===== src/rtl/pdp8lpkg.sv =====
// Shared definitions for the pdp8l device family: filter states, ident words,
// reset defaults and IOT function-bit positions.
package pdp8lpkg;

    typedef enum logic [1:0] {
        ST_IDLE   = 2'd0,
        ST_QUAL   = 2'd1,
        ST_ACTIVE = 2'd2
    } filt_state_t;

    localparam logic [31:0] PIN_IDENT        = 32'h50490001;
    localparam logic [13:0] MINWIDTH_DEFAULT = 14'd100;
    localparam logic [5:0]  DEVCODE_DEFAULT  = 6'o41;

    localparam int IOT_SKIP_BIT    = 0;
    localparam int IOT_CLRFLAG_BIT = 1;
    localparam int IOT_CLRCNT_BIT  = 2;

endpackage


===== src/rtl/pdp8lsync2.sv =====
// Two-flop synchronizer for an asynchronous input, async active-low reset.
module pdp8lsync2 (
    input  logic CLOCK,
    input  logic RESET_N,
    input  logic d,
    output logic q
);

    logic meta;

    always_ff @(posedge CLOCK or negedge RESET_N) begin
        if (!RESET_N) begin
            meta <= 1'b0;
            q    <= 1'b0;
        end else begin
            meta <= d;
            q    <= meta;
        end
    end

endmodule


===== src/rtl/pdp8lpin.sv =====
// Pulse-input flag device: synchronized, width-filtered pulse line that sets a
// flag tested/cleared by IOT 6dd1/6dd2/6dd4, with optional interrupt request.
module pdp8lpin
    import pdp8lpkg::*;
(
    input  logic        CLOCK,
    input  logic        RESET_N,
    input  logic        CSTEP,
    input  logic        armwrite,
    input  logic        armraddr,
    input  logic        armwaddr,
    input  logic [31:0] armwdata,
    output logic [31:0] armrdata,
    input  logic        iopstart,
    input  logic [11:0] ioopcode,
    input  logic        pulsein,
    output logic        ioskip,
    output logic        iointrq
);

    // Strobes: armwrite and iopstart are single-cycle qualifiers with no
    // back-pressure; the block always accepts them on the edge they are high.

    logic [13:0]  minwidth;
    logic [5:0]   devcode;
    logic         intena;
    logic         flag;
    logic [7:0]   evcount;
    logic [13:0]  cnt;
    filt_state_t  state;

    logic         s;
    logic [13:0]  wid;
    logic         reg1_wr;
    logic         iot_match;
    logic         qualify;
    logic [7:0]   ev_base;
    logic         unused_wbits;

    pdp8lsync2 u_sync (
        .CLOCK   (CLOCK),
        .RESET_N (RESET_N),
        .d       (pulsein),
        .q       (s)
    );

    // A zero minwidth behaves as one sample.
    assign wid       = (minwidth == 14'd0) ? 14'd1 : minwidth;
    assign reg1_wr   = armwrite & armwaddr;
    assign iot_match = iopstart & CSTEP & (ioopcode[11:9] == 3'o6)
                       & (ioopcode[8:3] == devcode);
    assign qualify   = CSTEP & s & ~reg1_wr
                       & (((state == ST_IDLE) & (wid == 14'd1))
                          | ((state == ST_QUAL) & (cnt == 14'd2)));

    assign ioskip  = iot_match & ioopcode[IOT_SKIP_BIT] & flag;
    assign iointrq = flag & intena;

    assign armrdata = armraddr ? {minwidth, devcode, intena, flag, state, evcount}
                               : PIN_IDENT;

    assign unused_wbits = ^armwdata[8:0];

    // A same-cycle IOT evcount clear is applied before the qualify increment.
    assign ev_base = (iot_match & ioopcode[IOT_CLRCNT_BIT]) ? 8'd0 : evcount;

    always_ff @(posedge CLOCK or negedge RESET_N) begin
        if (!RESET_N) begin
            state <= ST_IDLE;
            cnt   <= 14'd0;
        end else if (reg1_wr) begin
            state <= ST_IDLE;
        end else if (CSTEP) begin
            case (state)
                ST_IDLE: begin
                    if (s) begin
                        cnt   <= wid;
                        state <= (wid == 14'd1) ? ST_ACTIVE : ST_QUAL;
                    end
                end
                ST_QUAL: begin
                    if (!s)
                        state <= ST_IDLE;
                    else if (cnt == 14'd2)
                        state <= ST_ACTIVE;
                    else
                        cnt <= cnt - 14'd1;
                end
                ST_ACTIVE: begin
                    if (!s)
                        state <= ST_IDLE;
                end
                default: state <= ST_IDLE;
            endcase
        end
    end

    always_ff @(posedge CLOCK or negedge RESET_N) begin
        if (!RESET_N) begin
            minwidth <= MINWIDTH_DEFAULT;
            devcode  <= DEVCODE_DEFAULT;
            intena   <= 1'b0;
            flag     <= 1'b0;
            evcount  <= 8'd0;
        end else if (reg1_wr) begin
            minwidth <= armwdata[31:18];
            devcode  <= armwdata[17:12];
            intena   <= armwdata[11];
            if (armwdata[10])
                flag <= 1'b0;
            if (armwdata[9])
                evcount <= 8'd0;
        end else begin
            if (qualify)
                flag <= 1'b1;
            else if (iot_match & ioopcode[IOT_CLRFLAG_BIT])
                flag <= 1'b0;
            if (qualify)
                evcount <= (ev_base == 8'hFF) ? 8'hFF : ev_base + 8'd1;
            else
                evcount <= ev_base;
        end
    end

endmodule

===== config.mk =====
export PLATFORM = sky130hd
export DESIGN_NAME = pdp8lpin
export DESIGN_NICKNAME = d
export VERILOG_FILES = /design/src/rtl/pdp8lpkg.sv /design/src/rtl/pdp8lsync2.sv /design/src/rtl/pdp8lpin.sv
export SDC_FILE = /design/constraint.sdc
export NUM_CORES = 1
export LEC_CHECK = 0
export BUFFER_PORTS_ARGS = -buffer_cell sky130_fd_sc_hd__buf_4
export CAP_MARGIN = 10
export CORE_MARGIN = 3
export CORE_UTILIZATION = 47
export CTS_CLUSTER_SIZE = 8
export DETAILED_ROUTE_END_ITERATION = 6
export PLACE_DENSITY = 0.83
export SLEW_MARGIN = 10
export SYNTH_ARGS = -nofsm -noshare
export SYNTH_HDL_FRONTEND = slang
export SYNTH_SLANG_ARGS = --single-unit

===== constraint.sdc =====
create_clock -name CLOCK -period 2.4 [get_ports CLOCK]
set_input_delay 0.48 -clock CLOCK [delete_from_list [all_inputs] [get_ports CLOCK]]
set_output_delay 0.48 -clock CLOCK [all_outputs]
set_load 0.02 [all_outputs]

# Word level (Yosys, flattened, before mapping)

Index checks and enable logic that the tools add are counted.

$add $sub $neg: 2
Eq/ne operators: 15
Muxes and demuxes: 23
Bitwise gates (word level): 16
Reductions and logical operators: 8

Operator list:

| cell                                                   | number |
|---|---|
| 2-to-1 mux 14 bit                                      | 4 |
| 2-to-1 mux 8 bit                                       | 5 |
| 2-to-1 mux 32 bit                                      | 1 |
| case mux 14 bit (2 select lines)                       | 1 |
| bitwise AND 1 bit                                      | 14 |
| equality test 14 x 1 -> 1 bit (second input constant)  | 1 |
| equality test 14 x 2 -> 1 bit (second input constant)  | 1 |
| zero test 14 bit                                       | 1 |
| 2-to-1 mux 2 bit                                       | 7 |
| subtractor 14 x 1 -> 14 bit (second input constant)    | 1 |
| adder 8 x 1 -> 8 bit (second input constant)           | 1 |
| equality test 8 bit (second input constant)            | 1 |
| equality test 6 bit                                    | 1 |
| inequality test 2 bit (second input constant)          | 3 |
| case mux 2 bit (3 select lines)                        | 1 |
| AND reduction 6 bit                                    | 1 |
| 2-to-1 mux 1 bit                                       | 4 |
| inequality test 2 x 1 -> 1 bit (second input constant) | 2 |
| inequality test 4 bit (second input constant)          | 1 |
| AND reduction 4 bit                                    | 1 |
| nonzero test 2 bit                                     | 2 |
| equality test 3 bit (second input constant)            | 1 |
| inequality test 3 x 2 -> 1 bit (second input constant) | 1 |
| inequality test 3 bit (second input constant)          | 1 |
| 7 further kinds                                        | 7 |

Register bits: 48
Input port bits: 52
Output and inout bits: 34
Word-level logic and storage cells: 73

# Logic depth before layout (Yosys ltp)

Word-level depth: 9
Gate-level depth with buffers: 10
Gate-level depth less buffers: 10

# Cells and area by module

From an unflattened synthesis, not the netlist that was laid out.

Cells, all modules: 308
Area total of the unflattened synthesis: 2845.2 µm²

Modules (own cells, without submodules):

| module     | instances | cells an instance | area each (µm²) | sequential area each (µm²) |
|---|---|---|---|---|
| pdp8lpin   | 1         | 306               | 2795.2          | 1157.4 |
| pdp8lsync2 | 1         | 2                 | 50.0            | 50.0 |

# Least setup slack after synthesis

OpenSTA, ideal clock, no wires.

Path kind: input to register
Start: input ioopcode[5]
End: register evcount[1]
Library setup time: 0.121 ns
Arrival time: 2.214 ns
Data required time: 2.279 ns
Setup slack: 0.065 ns
Cell stages on the path: 9
Path buffers: 0
Cell sequence: xnor2_1 -> nand2_1 -> or4_1 -> and2_1 -> ha_1 -> and3_1 -> nand2_1 -> o21ai_0 -> a22o_1

Cells in the longest elaborated chain, start to end: 8
Elaborated cells between the ends (all ways): 9
Classes of those cells: add/sub (1); eq/ne (2); mux (4); bitwise (2)

RTL lines:

| element                                                     | line            | source |
|---|---|---|
| start, declared                                             | pdp8lpin.sv:15  | `input logic [11:0] ioopcode,` |
| equality test 6 bit *                                       | pdp8lpin.sv:51  | `& (ioopcode[8:3] == devcode);` |
| bitwise AND 1 bit *                                         | pdp8lpin.sv:51  |  |
| bitwise AND 1 bit *                                         | pdp8lpin.sv:65  | `assign ev_base = (iot_match & ioopcode[IOT_CLRCNT_BIT]) ? 8'd0 : evcount;` |
| 2-to-1 mux 8 bit *                                          | pdp8lpin.sv:65  |  |
| adder 8 x 1 -> 8 bit or equality test 8 bit (tied branches) | pdp8lpin.sv:119 | `evcount <= (ev_base == 8'hFF) ? 8'hFF : ev_base + 8'd1;` |
| 2-to-1 mux 8 bit                                            | pdp8lpin.sv:119 |  |
| 2-to-1 mux 8 bit *                                          | pdp8lpin.sv:118 | `if (qualify)` |
| 2-to-1 mux 8 bit *                                          | pdp8lpin.sv:105 | `end else if (reg1_wr) begin` |
| end signal, assigned                                        | pdp8lpin.sv:119 |  |
| end signal, assigned                                        | pdp8lpin.sv:121 | `evcount <= ev_base;` |
| end, declared                                               | pdp8lpin.sv:28  | `logic [7:0] evcount;` |

Every way passes the cells marked *; elsewhere a longest branch is shown, timed or not.
A chain may end at the register's enable or synchronous reset.

# Worst setup path in the final report

Start: register cnt[5]
End: register evcount[6]

Cells in the longest elaborated chain, start to end: 6

RTL lines:

| element                       | line            | source |
|---|---|---|
| start, declared               | pdp8lpin.sv:29  | `logic [13:0] cnt;` |
| start signal, assigned        | pdp8lpin.sv:77  | `cnt <= wid;` |
| start signal, assigned        | pdp8lpin.sv:87  | `cnt <= cnt - 14'd1;` |
| equality test 14 x 2 -> 1 bit | pdp8lpin.sv:54  | `\| ((state == ST_QUAL) & (cnt == 14'd2)));` |
| bitwise AND 1 bit             | pdp8lpin.sv:54  |  |
| OR 1 bit                      | pdp8lpin.sv:54  |  |
| bitwise AND 1 bit             | pdp8lpin.sv:53  | `& (((state == ST_IDLE) & (wid == 14'd1))` |
| 2-to-1 mux 8 bit              | pdp8lpin.sv:118 |  |
| 2-to-1 mux 8 bit              | pdp8lpin.sv:105 |  |

No other way between the ends.

==> run summary <==
The maximum vdd ir drop came out at roughly 0.0006 V. The TritonCTS clock tree is yes. The count of final hold-check violations came out at 0. The number of setup violations in the final report is 0. The internal reg-to-reg setup slack is between 0.09 and 0.1 ns. The core region is 5680 um2.

Of all cell types, the one taking the most synthesized area is sky130_fd_sc_hd__dfrtp_1. The count of warnings emitted by yosys is 0. The post-layout instance area is between 3000 and 4000 um2. For this run, design rule violations remaining after detail routing come to 0. The count of mapped cells out of synthesis came out at 307.

Buffers inserted during clock tree synthesis total 5. The worst path required time came out at ~2.6 ns. The total design power came out at approximately 0.0027 W. Across the routed clock network, the largest skew measured is 0.00772 ns.

The overall via count from detail_route is 2702. The placement row count came out at 27. The average instance area after synthesis came out at 9.21 um2. For this design the ratio of total power to cell area is 744 nW/um2.

The starting utilization of the core area came out at 49.8%. The number of cells on the worst reg-to-reg path is 6. The worst setup path is captured at a register. The endpoint of the worst register-to-register path is evcount[6]. Buffers placed on the I/O ports in this run total 76. The initial antenna violation count came to 0. The wire length of the first global-routing pass is 12200 um.

Synthesis produced a netlist with a net count of 362. The final max-slew violation count was 0. The horizontal die dimension is around 84 um.

Relative to the synthesized area, the layout overhead comes to 29.2%. The final-stage net count is 444. The remaining global-route overflow is 0.

The critical path starts at cnt[5]. The average wire per cell in the routed design came out at 16.1 um. The placed instances occupy a cell area of 3500 um2.

The final worst hold slack came out at 0.192 ns. In this run the worst hold path is classified as input pin to asynchronous set/reset pin. For the worst-skew pair, the clock arrives at the later sink with an insertion delay of 0.30 ns.

The post-CTS clock slew at the launch and capture registers of the worst setup and hold paths is 0.10 ns. The number of flops mapped to enable cells by yosys came out at 0. In this run the critical register-to-register path is launched from cnt[5]. The total standard cell area after synthesis is 2830 um2. The clock share of power is 22.2%. The sequential cell fraction of total power is around 45%. Derived from the worst setup path, the maximum achievable clock frequency is 0.434 GHz. The post-detailed-route via-to-cell ratio came out at 5.85. The utilization after layout came out at 64.4%.

The commonest cells after synthesis are sky130_fd_sc_hd__dfrtp_1, sky130_fd_sc_hd__and2_1, sky130_fd_sc_hd__nand2_1. Setup repair after global routing left no endpoint under its margin. The die span in y came out at 83.6 um. The die area came out at roughly 7000 um2. The maximum number of pins on one net before global-route repair is between 40 and 50.

The actual slew at the worst max-slew pin is 0.682 ns. Of all nets on the critical path, the largest fanout is 6. The maximum root-to-sink buffer count is 2.

The distinct cell type count after synthesis is 50. The congestion estimate from routability-driven global placement came to slightly above 0.9. The sequential-to-total area share from yosys stat is between 40% and 50%. CTS saw 48 sinks. The count of boundary I/O pins came out at 86.

The post-detailed-route count of antenna-violating nets is 0. By area the synthesized netlist is led by sky130_fd_sc_hd__dfrtp_1, sky130_fd_sc_hd__mux2_2, sky130_fd_sc_hd__and2_1. The analysis attributes to net switching a power of about 0.00098 W. The first routing iteration left 237 violations.

For this run, asynchronously set or reset flops after synthesis account for between 90% and 100%. The number of fill cells in the layout is 452. The reported leakage power came out at 1.64 nW.

The first TritonRoute pass finished after 4 iterations. The flow ran to the end, and the final reports show no timing, DRC or antenna violations. The global-route usage over all layers is between 20% and 30%. The post-DP HPWL is 5480 um. The cell internal power dissipation is between 0.0015 and 0.002 W. The endpoint arrival time on the critical path came out at about 2.5 ns. The number of global-route vias before repair was 2638. The worst setup path is launched from a register. The worst path uses approximately 96% of the clock period. The root buffer cell is sky130_fd_sc_hd__clkbuf_8.

Among all cell types in the netlist, the one instantiated most often is sky130_fd_sc_hd__dfrtp_1. The post-layout minimum cycle time came out at 2.30 ns. The power share of the combinational group is ~33%. The depth of the CTS H-tree is 2.

By startpoint and endpoint, the worst setup path is classified as register to register. The proportion of layout cells with a drive suffix above 1 came out at 36.4%. The most used flip-flop cell after synthesis is sky130_fd_sc_hd__dfrtp_1. The area fraction of the dominant cell type after synthesis is 38.1%. The max capacitance violation total is 0. The register bit total from synthesis came out at 48. Headroom to the max-slew limit came out at 54.6%. The number of antenna diodes in the final layout is 0.

The proportion of total power due to net switching is a little over a third. Summed over all layers, the routed wires come to 7430 um.
==> power groups by stage <==
| stage | Clock, W | Combinational, W | Sequential, W |
|---|---|---|---|
| floorplan | 0 | 0.000652 | 0.00115 |
| global placement | 0 | 0.000845 | 0.00121 |
| detailed placement | 0 | 0.000884 | 0.00122 |
| CTS | 0.000611 | 0.000892 | 0.00120 |
| global route | 0.000647 | 0.000996 | 0.00124 |
| finish | 0.000602 | 0.000904 | 0.00121 |
==> metrics by stage <==
stage	setup TNS (ns)	std cells	setup slack, ns
2_1_floorplan	0	307	0.0651
3_3_place_gp	-0.703	453	-0.151
3_5_place_dp	-0.872	453	-0.168
4_1_cts	0	461	0.00987
5_1_grt	0	462	0.0252
6_report	0	462	0.0953
==> cell families (layout without fill, tap and decap cells) <==
kind of cell    after synthesis  after routing  synth area share [%]
fa+ha+maj                     3              3                  1.33
simple gates                135            135                  26.2
mux                          21             21                  8.36
xor+xnor                      7              7                  2.17
flops                        48             48                  42.7
buf+inv                      22            105                  3.85
compound gates               71             71                  15.4
==> layout by cell type, fill, tap and decap left out, drive strengths merged, types with 4 or more instances in the layout <==
cell and n:
buf 89, dfrtp 43, and2 30, nand2 28
a21oi 24, mux2 21, nor2 20, o21ai 19
nand3 11, inv 9, nand2b 7, nor4 7
o22ai 7, and3 7, nor3 7, xnor2 6
clkbuf 5, dfstp 5, o211ai 4
==> area by class of cell <==
cell class,count,area [um2],area share (%)
clock buffers,5,68.8,1.88
clock inverters,3,46.3,1.27
inverters,8,30.0,0.822
multi-input cells,237,1540,42.2
flip-flops and latches,48,1210,33.1
well taps,72,90.1,2.47
repair buffers,89,668,18.3
==> layer usage <==
| layer | up-vias | wire, um | track usage (%) |
|---|---|---|---|
| met3 | 8 | 401 | 3.16 |
| met1 | 1322 | 3200 | 27.3 |
| met4 | 0 | 85 | 6.14 |
| met5 | - | 0 | 0 |
| li1 | 1263 | - | - |
| met2 | 109 | 3740 | 35.1 |
==> sequential cells by signal, summed over array words and instances (netlist names) <==
name	cells
cnt	14
minwidth	14
evcount	8
devcode	6
state	2
flag	1
intena	1
u_sync.meta	1
u_sync.q	1
==> worst max-delay path by stage <==
stage / cells past startpoint / slack (ns) / end
2_1_floorplan: 9 / 0.07 / evcount[1]
3_3_place_gp: 10 / -0.15 / evcount[1]
3_5_place_dp: 10 / -0.17 / evcount[1]
4_1_cts: 9 / 0.01 / evcount[1]
5_1_grt: 10 / 0.03 / evcount[7]
6_report: 6 / 0.1 / evcount[6]
==> critical path, stage by stage (launching register included) <==
cell and delay (ns):
sky130_fd_sc_hd__dfrtp_1 0.44, sky130_fd_sc_hd__or4_4 0.54, sky130_fd_sc_hd__and4bb_2 0.38, sky130_fd_sc_hd__and3_4 0.24
sky130_fd_sc_hd__nor2_1 0.11, sky130_fd_sc_hd__o311ai_0 0.37, sky130_fd_sc_hd__a21oi_1 0.11
==> timing repair <==
action	4_1_cts	5_1_grt
hold buffers	0	0
buffers inserted	0	1
endpoints found under the setup margin	3	7
pin swaps	0	2
resized for setup	2	5
Power figures use the tool's default switching activity.
